File: src/rtl/mem_arbiter_pkg.sv
`default_nettype none
// =============================================================================
// mem_arbiter_pkg : shared types for the icache/dcache RAM port arbiter
// Revision 1.0
// =============================================================================
package mem_arbiter_pkg;

   typedef logic [31:0] word_t;

   typedef enum logic [1:0] {
      FREE   = 2'b00,
      BUSY   = 2'b01,
      ACCESS = 2'b10,
      ERROR  = 2'b11
   } ramstate_t;

   // Encoding doubles as the owner output: 00 none, 01 icache, 10 dcache.
   typedef enum logic [1:0] {
      IDLE    = 2'b00,
      GRANT_I = 2'b01,
      GRANT_D = 2'b10
   } arb_state_t;

   localparam int CNT_W    = 4;
   localparam int STARVE_W = 8;

endpackage
`default_nettype wire

File: src/rtl/mem_arbiter_flex_counter.sv
`default_nettype none
// =============================================================================
// mem_arbiter_flex_counter : clearable up-counter with programmable rollover
// Revision 1.0
// =============================================================================
module mem_arbiter_flex_counter #(
   parameter int WIDTH = 4
) (
   input  logic             clk,
   input  logic             rst_n,
   input  logic             clear,
   input  logic             count_enable,
   input  logic [WIDTH-1:0] rollover_val,
   output logic [WIDTH-1:0] count_out
);

   logic [WIDTH-1:0] count_q;
   logic [WIDTH-1:0] count_d;

   always_comb begin
      count_d = count_q;
      if (clear) begin
         count_d = '0;
      end else if (count_enable) begin
         count_d = (count_q == rollover_val) ? WIDTH'(1) : count_q + WIDTH'(1);
      end
   end

   always_ff @(posedge clk or negedge rst_n) begin
      if (!rst_n) count_q <= '0;
      else        count_q <= count_d;
   end

   assign count_out = count_q;

endmodule
`default_nettype wire

File: src/rtl/mem_arbiter.sv
`default_nettype none
// =============================================================================
// mem_arbiter : shares one RAM port between icache and dcache with burst hold
// Revision 1.0
// =============================================================================
module mem_arbiter
   import mem_arbiter_pkg::*;
#(
   parameter int D_BURST      = 2,
   parameter int I_BURST      = 1,
   parameter int STARVE_LIMIT = 16
) (
   input  logic        CLK,
   input  logic        nRST,
   input  logic        iREN,
   input  logic [31:0] iaddr,
   output logic [31:0] iload,
   output logic        iwait,
   input  logic        dREN,
   input  logic        dWEN,
   input  logic [31:0] daddr,
   input  logic [31:0] dstore,
   output logic [31:0] dload,
   output logic        dwait,
   output logic        ramREN,
   output logic        ramWEN,
   output logic [31:0] ramaddr,
   output logic [31:0] ramstore,
   input  logic [31:0] ramload,
   input  logic [1:0]  ramstate,
   output logic [1:0]  owner,
   output logic        ram_err
);

   arb_state_t          state_q, state_d;
   logic [STARVE_W-1:0] starve_q, starve_d;
   logic                ram_err_q, ram_err_d;
   logic [CNT_W-1:0]    word_cnt;
   logic [CNT_W-1:0]    burst_len;
   logic                dreq, starved, req_active, complete, release_grant, count_en;

   assign dreq    = dREN | dWEN;
   assign starved = (starve_q >= STARVE_W'(STARVE_LIMIT));

   mem_arbiter_flex_counter #(.WIDTH(CNT_W)) u_word_cnt (
      .clk          (CLK),
      .rst_n        (nRST),
      .clear        (release_grant),
      .count_enable (count_en),
      .rollover_val (burst_len),
      .count_out    (word_cnt)
   );

   always_ff @(posedge CLK or negedge nRST) begin
      if (!nRST) begin
         state_q   <= IDLE;
         starve_q  <= '0;
         ram_err_q <= 1'b0;
      end else begin
         state_q   <= state_d;
         starve_q  <= starve_d;
         ram_err_q <= ram_err_d;
      end
   end

   always_comb begin
      state_d       = state_q;
      starve_d      = starve_q;
      ram_err_d     = ram_err_q;
      req_active    = 1'b0;
      burst_len     = CNT_W'(D_BURST);
      complete      = 1'b0;
      release_grant = 1'b0;
      count_en      = 1'b0;

      case (state_q)
         GRANT_I: begin
            req_active = iREN;
            burst_len  = CNT_W'(I_BURST);
         end
         GRANT_D: begin
            req_active = dreq;
            burst_len  = CNT_W'(D_BURST);
         end
         default: ;
      endcase

      if (state_q != IDLE) begin
         complete      = req_active && (ramstate == ACCESS);
         count_en      = complete;
         // A dropped request releases immediately, even without a completion.
         release_grant = !req_active || (complete && ((word_cnt + CNT_W'(1)) == burst_len));
         if (ramstate == ERROR) ram_err_d = 1'b1;
         if (release_grant)     state_d   = IDLE;
      end else begin
         if (dreq && (!iREN || !starved)) state_d = GRANT_D;
         else if (iREN)                   state_d = GRANT_I;
      end

      if (!iREN) begin
         starve_d = '0;
      end else if (state_q == IDLE && state_d == GRANT_I) begin
         starve_d = '0;
      end else if (state_q != GRANT_I && !starved) begin
         starve_d = starve_q + STARVE_W'(1);
      end
   end

   always_comb begin
      ramREN   = 1'b0;
      ramWEN   = 1'b0;
      ramaddr  = '0;
      ramstore = '0;
      iwait    = 1'b1;
      dwait    = 1'b1;
      case (state_q)
         GRANT_I: begin
            ramREN  = iREN;
            ramaddr = iaddr;
            iwait   = !complete;
         end
         GRANT_D: begin
            // Write wins when both dcache enables are raised.
            ramWEN   = dWEN;
            ramREN   = dREN && !dWEN;
            ramaddr  = daddr;
            ramstore = dstore;
            dwait    = !complete;
         end
         default: ;
      endcase
   end

   assign iload   = ramload;
   assign dload   = ramload;
   assign owner   = state_q;
   assign ram_err = ram_err_q;

endmodule
`default_nettype wire
File: config.mk
export PLATFORM = sky130hd
export DESIGN_NAME = mem_arbiter
export DESIGN_NICKNAME = d
export VERILOG_FILES = /design/src/rtl/mem_arbiter_pkg.sv /design/src/rtl/mem_arbiter_flex_counter.sv /design/src/rtl/mem_arbiter.sv
export SDC_FILE = /design/constraint.sdc
export NUM_CORES = 1
export LEC_CHECK = 0
export CORE_AREA = 4 4 101 103
export CTS_CLUSTER_DIAMETER = 150
export CTS_CLUSTER_SIZE = 24
export DETAILED_ROUTE_END_ITERATION = 6
export DIE_AREA = 0 0 105 107
export GPL_TIMING_DRIVEN = 1
export PLACE_DENSITY_LB_ADDON = 0.15
export SKIP_LAST_GASP = 1
export SLEW_MARGIN = 20
export SYNTH_ARGS = -nofsm -noshare
export SYNTH_HDL_FRONTEND = slang
export SYNTH_SLANG_ARGS = --single-unit
File: constraint.sdc
create_clock -name CLK -period 2.35 [get_ports CLK]
set_input_delay 0.3525 -clock CLK [delete_from_list [all_inputs] [get_ports CLK]]
set_output_delay 0.3525 -clock CLK [all_outputs]
set_load 0.05 [all_outputs]
==> results of run 1 <==
flip-flops by register name, indices dropped and copies added (netlist names):
register              cells
owner                     2
starve_q                  8
ram_err                   1
u_word_cnt.count_out      4
stage by stage:
stage	std cells	setup slack [ps]	total power [mW]
after floorplan	269	7.020	2.784
after global placement	481	182.6	4.552
after detailed placement	481	151.3	4.559
after CTS	486	61.53	4.786
after global routing	486	23.97	4.921
final	486	181.2	4.709
cells by family after synthesis:
group / count (synthesis) / synth area share (%)
DFF: 15 / 17.71
adders and majority gates: 7 / 4.132
AOI/OAI and AO/OA: 51 / 17.89
xor gates and xnor gates: 8 / 3.306
buffers and inverters: 85 / 26.80
and+or+nand+nor: 103 / 30.17
metal layers:
| metal | global-route usage [%] | part of all wire [%] |
|---|---|---|
| met5 | 0 | 0 |
| met1 | 14.64 | 34 |
| met4 | 3.561 | 1.5 |
| met3 | 6.502 | 11 |
| met2 | 25.44 | 53 |
power by group through the flow:
stage | Combinational [mW] | Sequential (mW) | Clock [mW]
2_1_floorplan | 2.43 | 0.356 | 0
3_3_place_gp | 4.23 | 0.320 | 0
5_1_grt | 4.37 | 0.324 | 0.231
3_5_place_dp | 4.24 | 0.321 | 0
6_report | 4.18 | 0.318 | 0.210
4_1_cts | 4.25 | 0.318 | 0.219
critical path: cells and delay by family, from the launching register on:
family	cells	cell delay, ps
buffers and inverters	3	520
flip-flops	1	440
AND/OR/NAND/NOR	2	180
adder cells (fa/ha/maj)	1	250
AO/OA/AOI/OAI	1	180
placed cells by master (no fill, tap or decap), types with 3 or more instances in the layout:
| master | count |
|---|---|
| dfrtp_1 | 15 |
| clkdlybuf4s50_1 | 105 |
| nand2_1 | 5 |
| buf_4 | 9 |
| a22oi_1 | 32 |
| nand3_1 | 3 |
| nor2_1 | 9 |
| ha_1 | 6 |
| a21oi_1 | 3 |
| buf_12 | 67 |
| xnor2_1 | 6 |
| and2_1 | 35 |
| and3_1 | 4 |
| clkbuf_8 | 3 |
| nor2b_2 | 32 |
| inv_1 | 6 |
worst max path at each step:
stage / startpoint / to / slack, ps
after floorplan: owner[1] / dwait / 7
after global placement: ramstate[1] / dwait / 180
after detailed placement: ramstate[1] / dwait / 150
after CTS: owner[0] / dwait / 60
after global routing: owner[0] / ramREN / 20
final: owner[0] / ramREN / 180
cell type report:
cell class                      count  area share [%]
Timing Repair Buffer              181           57.12
Multi-Input combinational cell    169           29.34
Sequential cell                    15           8.716
Tap cell                          111           3.225
Clock buffer                        3          0.9587
Inverter                            6          0.5230
Clock inverter                      1          0.1162
repair_timing:
| action | 4_1_cts | 5_1_grt |
|---|---|---|
| endpoints found under the setup margin | 1 | 2 |
| pin swaps | 1 | 0 |
| buffers inserted | 1 | 0 |
| hold buffers | 0 | 0 |
| resized for setup | 0 | 1 |
==> impl_results.md, run 1 <==
- Status: finished, final reports clean
- RSZ-0062 raised after global routing: false
- Pwr dens: roughly 1100 nW/um^2
- Syn_area_per_cell: 7.879 sq um
- Clock Path Buffers: 2
- DRT Wirelength: 8.390 mm
- Synth top cells by count: buf_4, and2_1, nor2b_1, a22oi_1, dfrtp_1
- Area Overhead vs Synth: 103.2%
- Hold path start: ram_err
- Min-Delay Path Depth: 1
- Most frequent cell after synthesis: buf_4
- Die footprint: between 10000 and 15000 sq um
- Effective utilization at floorplan: 23.05%
- TritonCTS clock tree: yes
- Synth cell types: 40
- Initial antenna violation count: 0
- R2r startpoint: owner[1]
- Clock root cell: clkbuf_8
- Synth warnings: 0
- R2r endpoint: u_word_cnt.count_out[0]
- Detail Route Antenna Nets: 0
- Cell Chain, Critical Path: inv_1 -> ha_2 -> buf_12 -> nand2_1 -> nor2_1 -> o21a_1 -> buf_12
- Max Transition Viols Final: 0
- Die width: 105 um
- Global-route wire length before repair: 12.35 mm
- Core area: 9196 sq um
- Maximum fanout along the worst path: 66
- Number of buffers created by CTS: 3
- Final non-filler cell area: around 4300 sq um
- Crit end category: output port
- Required time of the critical path: about 2000 ps
- Post-Syn Nets: 411
- Largest cells by area after synthesis: buf_4, dfrtp_1, a22oi_1
- Site Rows: 35
- H-tree depth: 1
- Max Fclk: 461.1 MHz
- Fill cells: 915
- DRC Markers: 0
- Gr ovfl total: 0
- Die height: 107 um
- Cell-internal power: about 2.4 mW
- Worst Hold End: ram_err
- Top FF cell, synth: dfrtp_1
- I/O pins: 270
- Pin count of the biggest net entering global routing: 67
- VDD IR max: 591.5 uV
- Seq pwr share: 6.8%
- Clk pin slew, worst setup/hold paths: 60 ps
- Hold Path Class: register to register
- Placed standard-cell area: 4248 sq um
- Final Cycle Share: 92.29%
- Worst-skew pair later-pin latency: 250 ps
- Total leakage power: 1.699 nW
- Avg WL per Cell: 17.26 um
- Clock power frac: 4.5%
- Area occupied by multi-input gates: 1264 sq um
- Leading area contributor after synthesis: buf_4
- Setup TNS: 0 ps
- Initial DRC Count: 30
- Final core utilization: between 40% and 50%
- Logic pwr share: 88.8%
- Share of cells above drive strength 1: about a third
- Crit-path slowest cell: dfrtp_1
- Sequential cell area: about 380 sq um
- PortBufs: 173
- All-layer global routing usage: between 10 and 15%
- Sw frac: 50.05%
- CP Class: register to output port
- #FFs+latches synth: 15
- Slew @ Worst Pin: 665.5 ps
- Via count: ~2100
- Reg2Reg Setup Slack: 370 ps
- Final Hold Fails: 0
- Worst Setup Start Kind: register
- Max incr delay on CP: 440 ps
- Number of global-route vias before repair: 2168
- Worst path arrival time: 1820 ps
- Max-Slew Margin vs Limit: 55.49%
- Final min period: 2169 ps
- Clk sinks: 15
- Synthesized cell area: 2120 sq um
- GP Congestion: roughly 0.78
- EDFF count, synth: 0
- Final #Nets: ~520
- ANT cells: 0
- Sequential share of the synthesized area: between 15 and 20%
- Net Sw Power: ~2.4 mW
- Post-synthesis cell count: about 270
- Top cell type's share of synthesized area: 22.67%
- Final hold slack: 461.9 ps
- Cells on worst reg2reg path: 6
- Max-cap violations: 0
- Ys async rst share: 100.0%
- Vias per cell: roughly 4.4
- Drt first pass iters: 5
- Most used cell, CP: buf_12
- Count of final setup violators: 0
- Final setup skew: 4.461 ps
- Post-DP HPWL: 7.178 mm
No activity file was read; power rests on OpenSTA's default activity.
==> run 2: changes to the inputs <==
==> constraint.sdc (replaced) <==
create_clock -name CLK -period 2.3 [get_ports CLK]
set_input_delay 0.345 -clock CLK [delete_from_list [all_inputs] [get_ports CLK]]
set_output_delay 0.345 -clock CLK [all_outputs]
set_load 0.05 [all_outputs]
==> run 2 against run 1 <==
Compared with the run above: largest cell class unchanged; non-clock buffer count rose by 1; combinational power increased by 3%; worst setup slack got worse by 5.8 ps; wire length rose by 0.82%; clock power up 5%; sequential power increased by 3%.
==> impl_results.md, run 2 (synthesized netlist as in run 1, its figures left out) <==
- Clock power frac: 4.5% (about the same)
- Number of global-route vias before repair: 2337 (+7.8%)
- Core area: 9196 sq um (unchanged)
- All-layer global routing usage: 14.59% (+0.56 points)
- Non-filler instance count after layout: 487 (+0.21%)
- Worst Setup Start Kind: register
- Clk sinks: 15 (unchanged)
- Seq pwr share: 6.7% (about the same)
- Routed length on met3: 794 um (-16%)
- Pin count of the biggest net entering global routing: 43 (-36%)
- Maximum fanout along the worst path: 6 (-91%)
- Share of cells above drive strength 1: 33.78% (+0.44 points)
- Crit end category: output port
- Vias per cell: 4.419 (about the same)
- Net Sw Power: 2.431 mW (+3.2%)
- Die footprint: 11240 sq um (unchanged)
- Avg WL per Cell: 17.37 um (+0.62%)
- PortBufs: 173 (unchanged)
- DRT Wirelength: 8.459 mm (+0.82%)
- Drt first pass iters: 4 (-1)
- Worst path arrival time: 1780 ps (-40 ps)
- Effective utilization at floorplan: 23.05% (unchanged)
- Final #Nets: 519 (+0.19%)
- Count of final setup violators: 0 (unchanged)
- Worst slack at placement: 170.1 ps (+18.86 ps)
- Area Overhead vs Synth: 103.8%
- GP Congestion: 0.7156 (-8.0%)
- ANT cells: 0 (unchanged)
- Final Hold Fails: 0 (unchanged)
- Final setup margin: 175.4 ps (-5.809 ps)
- DRC Markers: 0 (unchanged)
- Placed insts: 482 (+0.21%)
- Routed wire length on met2: 4.559 mm (+2.7%)
- Worst-skew pair later-pin latency: 250 ps (about the same)
- Setup TNS: 0 ps (unchanged)
- Global-route wire length before repair: 12.93 mm (+4.7%)
- Commonest non-fill, non-tap cell in the layout: clkdlybuf4s50_1
- Logic pwr share: 88.8% (about the same)
- Pwr dens: 1128 nW/um^2 (+3.1%)
- Max-cap violations: 0 (unchanged)
- Slew @ Worst Pin: 700.6 ps (+35.08 ps)
- VDD IR max: 565.8 uV (-4.3%)
- Clock Path Buffers: 2 (unchanged)
- CTS Hold Buffers Added: 0 (unchanged)
- Die height: 107 um (unchanged)
- Clock root cell: clkbuf_8
- Initial DRC Count: 41 (+37%)
- Final Cycle Share: 92.37%
- Max reg flops: 8 (unchanged)
- Post-DP HPWL: 7.345 mm (+2.3%)
- Required time of the critical path: 1960 ps (-40 ps)
- Die width: 105 um (unchanged)
- Top routing layer in use: met4
- Clk pin slew, worst setup/hold paths: 60 ps (about the same)
- Site Rows: 35 (unchanged)
- Initial antenna violation count: 0 (unchanged)
- CP Class: register to output port
- TritonCTS clock tree: yes
- Status: finished, final reports clean
- Most frequent cells in the layout: clkdlybuf4s50_1, buf_12, and2_1, a22oi_1, nor2b_2
- Top reg by flops: starve_q
- Detail Route Antenna Nets: 0 (unchanged)
- Sw frac: 49.92% (-0.13 points)
- Total power: 4.871 mW (+3.4%)
- Max Fclk: around 470 MHz
- Final setup skew: 2.046 ps (-2.415 ps)
- Final min period: 2125 ps
- H-tree depth: 1 (unchanged)
- Number of buffers created by CTS: 3 (unchanged)
- Total leakage power: 1.704 nW (+0.30%)
- Via count: 2152 (+0.28%)
- RSZ-0062 raised after global routing: false
- Gr ovfl total: 0 (unchanged)
- I/O pins: 270 (unchanged)
- Max Transition Viols Final: 0 (unchanged)
- Max-Slew Margin vs Limit: 53.15% (-2.3 points)
- Cell-internal power: 2.439 mW (+3.7%)
- Hold Path Class: register to register
- Met1 WL: 2.987 mm (+4.1%)
[run 2: changes by cell type in the layout (fill, tap and decap cells not counted), sizes merged]
| cell | change |
|---|---|
| buf | +1 |
[run 2: worst paths after layout]
check,end,from,slack [ps],cells after the start
min reg2reg,ram_err,ram_err,470,1
min in group asynchronous,u_word_cnt.count_out[2],nRST,510,1
max reg2reg,u_word_cnt.count_out[0],owner[1],320,6
max,iwait,owner[0],180,6
max in group asynchronous,owner[1],nRST,1300,1
min,ram_err,ram_err,470,1
[run 2: worst max-delay path: stages (launching register included)]
cell and delay (ps):
dfrtp_1 440, inv_1 100, ha_1 230, nor3b_2 220
o211a_2 270, nand2_1 70, buf_4 190
[run 2: per-layer routing]
| metal | global-route usage, % | vias up |
|---|---|---|
| met5 | 0 | - |
| met4 | 3.655 | 0 |
| met3 | 5.358 | 9 |
| met2 | 27.22 | 108 |
| met1 | 15.49 | 975 |
| li1 | - | 1060 |
[run 2: timing repair]
action                     CTS  global route
setup endpoints to repair    1             4
gates resized for setup      0             2
pin swaps                    1             0
buffers inserted             1             0
[run 2: cell type report]
cell class | count | area, sq um
fillers | 882 | 4877
multi-input cells | 169 | 1264
repair buffers | 182 | 2471
well taps | 111 | 138.9
flip-flops and latches | 15 | 376.6
inverters | 6 | 22.52
clock inverters | 1 | 5.005
clock buffers | 3 | 41.29
[run 2: power by group through the flow]
stage / clock, mW / sequential, mW / combinational [mW]
finish: 0.221 / 0.327 / 4.32
global route: 0.238 / 0.332 / 4.52
CTS: 0.230 / 0.327 / 4.38
detailed placement: 0 / 0.332 / 4.37
global placement: 0 / 0.329 / 4.36
floorplan: 0 / 0.366 / 2.48
[run 2: through the flow]
stage	cell area (sq um)	hold WS (ps)	utilization (%)
after detailed placement	4257	454.2	46.29
after global placement	4257	451.6	46.29
final	4319	466.3	46.97
after global routing	4319	513.1	46.97
after floorplan	2201	49.41	-
after CTS	4310	469.0	46.87
==> run 3: changes to the inputs <==
--- a/config.mk
+++ b/config.mk
@@ -5,11 +5,12 @@
 export SDC_FILE = /design/constraint.sdc
 export NUM_CORES = 1
 export LEC_CHECK = 0
-export CORE_AREA = 4 4 101 103
+export ABC_AREA = 1
+export CORE_AREA = 4 4 103 105
 export CTS_CLUSTER_DIAMETER = 150
 export CTS_CLUSTER_SIZE = 24
 export DETAILED_ROUTE_END_ITERATION = 6
-export DIE_AREA = 0 0 105 107
+export DIE_AREA = 0 0 107 109
 export GPL_TIMING_DRIVEN = 1
 export PLACE_DENSITY_LB_ADDON = 0.15
 export SKIP_LAST_GASP = 1
==> run 3 against run 2 <==
Compared with the run above: die area up 3.8%; clock power about the same; core utilization down 1.7 points; register-to-register slack better by 280 ps; global-route usage up 0.49 points; highest routed layer unchanged.
==> impl_results.md, run 3 <==
- EDFF count, synth: 0 (unchanged)
- Cell family with most CP delay: simple AND/OR/NAND/NOR gates
- Vias per cell: 4.086 (-7.5%)
- Cell Chain, Critical Path: inv_2 -> ha_4 -> buf_12 -> nand2_1 -> nand3_2 -> nand2_2 -> nor2_4 -> nand2_1 -> buf_4
- Leading area contributor after synthesis: nand2_1
- Clock root cell: clkbuf_8
- Detail Route Antenna Nets: 0 (unchanged)
- Most frequent cell after synthesis: nand2_1
- Clk sinks: 15 (unchanged)
- Top FF cell, synth: dfrtp_1
- Hold Path Class: register to register
- Number of buffers created by CTS: 3 (unchanged)
- TritonCTS clock tree: yes
- CP Class: register to output port
- Syn_area_per_cell: 5.811 sq um (-26%)
- Global-route wire length before repair: 13.92 mm (+7.6%)
- Crit-path slowest cell: dfrtp_2
- RSZ-0062 raised after global routing: false
- Gr ovfl total: 0 (unchanged)
- Pin count of the biggest net entering global routing: 41 (-4.7%)
- Ys async rst share: 100.0% (unchanged)
- Synth top cells by count: nand2_1, buf_4, inv_1, a21oi_1, nor2_1
- Max-cap violations: 0 (unchanged)
- Most frequent cells in the layout: nand2_1, clkdlybuf4s50_1, buf_12, inv_1, a21oi_1
- PortBufs: 173 (unchanged)
- Synth cell types: 23 (-43%)
- Synth warnings: 0 (unchanged)
- Clock Path Buffers: 2 (unchanged)
- Non-filler instance count after layout: 613 (+26%)
- DRT Wirelength: 9.460 mm (+12%)
- Post-DP HPWL: 7.756 mm (+5.6%)
- Top cell type's share of synthesized area: 22.98% (+0.31 points)
- ANT cells: 0 (unchanged)
- Total leakage power: 2.029 nW (+19%)
- Core area: 9639 sq um (+4.8%)
- Final min period: 2159 ps (+34.10 ps)
- Final #Nets: 623 (+20%)
- Max Fclk: 463.2 MHz (-1.6%)
- Area Overhead vs Synth: 102.4%
- Synthesized cell area: 2156 sq um (+1.7%)
- Site Rows: 36 (+2.9%)
- Die height: 109 um (+1.9%)
- Clk pin slew, worst setup/hold paths: 70 ps (about the same)
- Effective utilization at floorplan: 22.37% (-0.68 points)
- Required time of the critical path: 1960 ps (about the same)
- Final setup skew: 5.507 ps (+3.461 ps)
- DRC Markers: 0 (unchanged)
- Status: finished, final reports clean
- Maximum fanout along the worst path: 14 (+8)
- Count of final setup violators: 0 (unchanged)
- Post-Syn Nets: 513 (+25%)
- Initial antenna violation count: 0 (unchanged)
- Most used cell, CP: nand2_1
- CTS Hold Buffers Added: 0 (unchanged)
- #FFs+latches synth: 15 (unchanged)
- Worst Setup Start Kind: register
- WP buf/inv: 3 (+1)
- Share of cells above drive strength 1: 19.79% (-14 points)
- VDD IR max: 504.0 uV (-11%)
- Reg2Reg Setup Slack: 600 ps (+280 ps)
- All-layer global routing usage: 15.08% (+0.49 points)
- Final Hold Fails: 0 (unchanged)
- Top reg by flops: starve_q
- Max reg flops: 8 (unchanged)
- Via count: 2505 (+16%)
- GP Congestion: 0.7878 (+10%)
- Largest cells by area after synthesis: nand2_1, buf_4, dfrtp_1
- Slew @ Worst Pin: 701.2 ps (+0.6015 ps)
- Fill cells: 969 (+9.9%)
- Sequential share of the synthesized area: 17.41% (-0.30 points)
- H-tree depth: 1 (unchanged)
- Max Transition Viols Final: 0 (unchanged)
- Placed insts: 605 (+26%)
- Number of global-route vias before repair: 2468 (+5.6%)
- Pwr dens: 1077 nW/um^2 (-4.5%)
- Commonest non-fill, non-tap cell in the layout: nand2_1
- Worst path arrival time: 1810 ps (+30 ps)
- Crit end category: output port
- I/O pins: 270 (unchanged)
- Initial DRC Count: 162 (+300%)
- Drt first pass iters: 4 (unchanged)
- Max-Slew Margin vs Limit: 53.11% (about the same)
- Final Cycle Share: 93.86% (+1.5 points)
- Die width: 107 um (+1.9%)
- Avg WL per Cell: 15.43 um (-11%)
- Max incr delay on CP: 450 ps (about the same)
- Worst-skew pair later-pin latency: 250 ps (about the same)
- Die footprint: 11660 sq um (+3.8%)
- Total power: 4.700 mW (-3.5%)
- Post-synthesis cell count: 371 (+38%)
## run 3: cell count changes after synthesis, moves of 6 or more
cell / before / now
a21oi_1: 3 / 34
nor2b_1: 33 / 0
buf_2: 1 / 9
clkbuf_1: 13 / 0
a22oi_1: 32 / 0
inv_1: 6 / 58
nor2_1: 9 / 17
nand2_1: 5 / 132
and2_1: 35 / 0
xnor2_1: 6 / 0
## run 3: worst paths after layout
| check | endpoint | from | depth (start not counted) |
|---|---|---|---|
| hold reg to reg | ram_err | ram_err | 1 |
| setup / recovery | iwait | owner[0] | 9 |
| max in group asynchronous | owner[0] | nRST | 1 |
| hold / removal | ram_err | ram_err | 1 |
| min in group asynchronous | starve_q[6] | nRST | 1 |
| setup reg to reg | u_word_cnt.count_out[1] | owner[0] | 12 |
## run 3: timing repair
item	CTS	global route
pin swaps	0	1
setup endpoints to repair	2	16
gates cloned	0	1
buffers inserted	0	3
gates resized for setup	1	6
## run 3: kinds of logic after synthesis
kind of cell	share of synthesized area, %
AOI/OAI and AO/OA	10.74
xor gates and xnor gates	1.219
adders and majority gates	4.062
buffers and inverters	35.52
DFF	17.41
and+or+nand+nor	31.05
## run 3: cell type report
cell class / instances / area (sq um) / share of cell area (%)
repair buffers: 183 / 2525 / 57.87
inverters: 58 / 217.7 / 4.990
multi-input cells: 220 / 1027 / 23.54
clock inverters: 1 / 7.507 / 0.1721
well taps: 133 / 166.4 / 3.814
flip-flops and latches: 15 / 377.9 / 8.661
clock buffers: 3 / 41.29 / 0.9464
## run 3: through the flow
step / area [sq um] / hold WS, ps / worst slack [ps] / setup TNS, ps / utilization [%]
after global placement: 4247 / 455.1 / 297.7 / 0 / 44.06
after floorplan: 2156 / 49.41 / -277.1 / -8703 / -
after global routing: 4363 / 524.4 / 1.372 / 0 / 45.26
after detailed placement: 4247 / 462.9 / 272.6 / 0 / 44.06
final: 4363 / 482.8 / 141.3 / 0 / 45.26
after CTS: 4297 / 482.1 / 6.170 / 0 / 44.57
## run 3: routing by layer
layer	up-vias	GRT usage, %	share of wire (%)
met5	-	0	0
met4	0	3.470	1.3
met3	8	4.204	8.6
met2	145	27.43	52
met1	1091	17.60	38
li1	1261	-	-
## run 3: report_power, final
group / switching (mW) / internal, mW
logic: 2.34 / 1.81
clock network: 0.0966 / 0.122
registers: 0.0365 / 0.293
total: 2.47 / 2.23
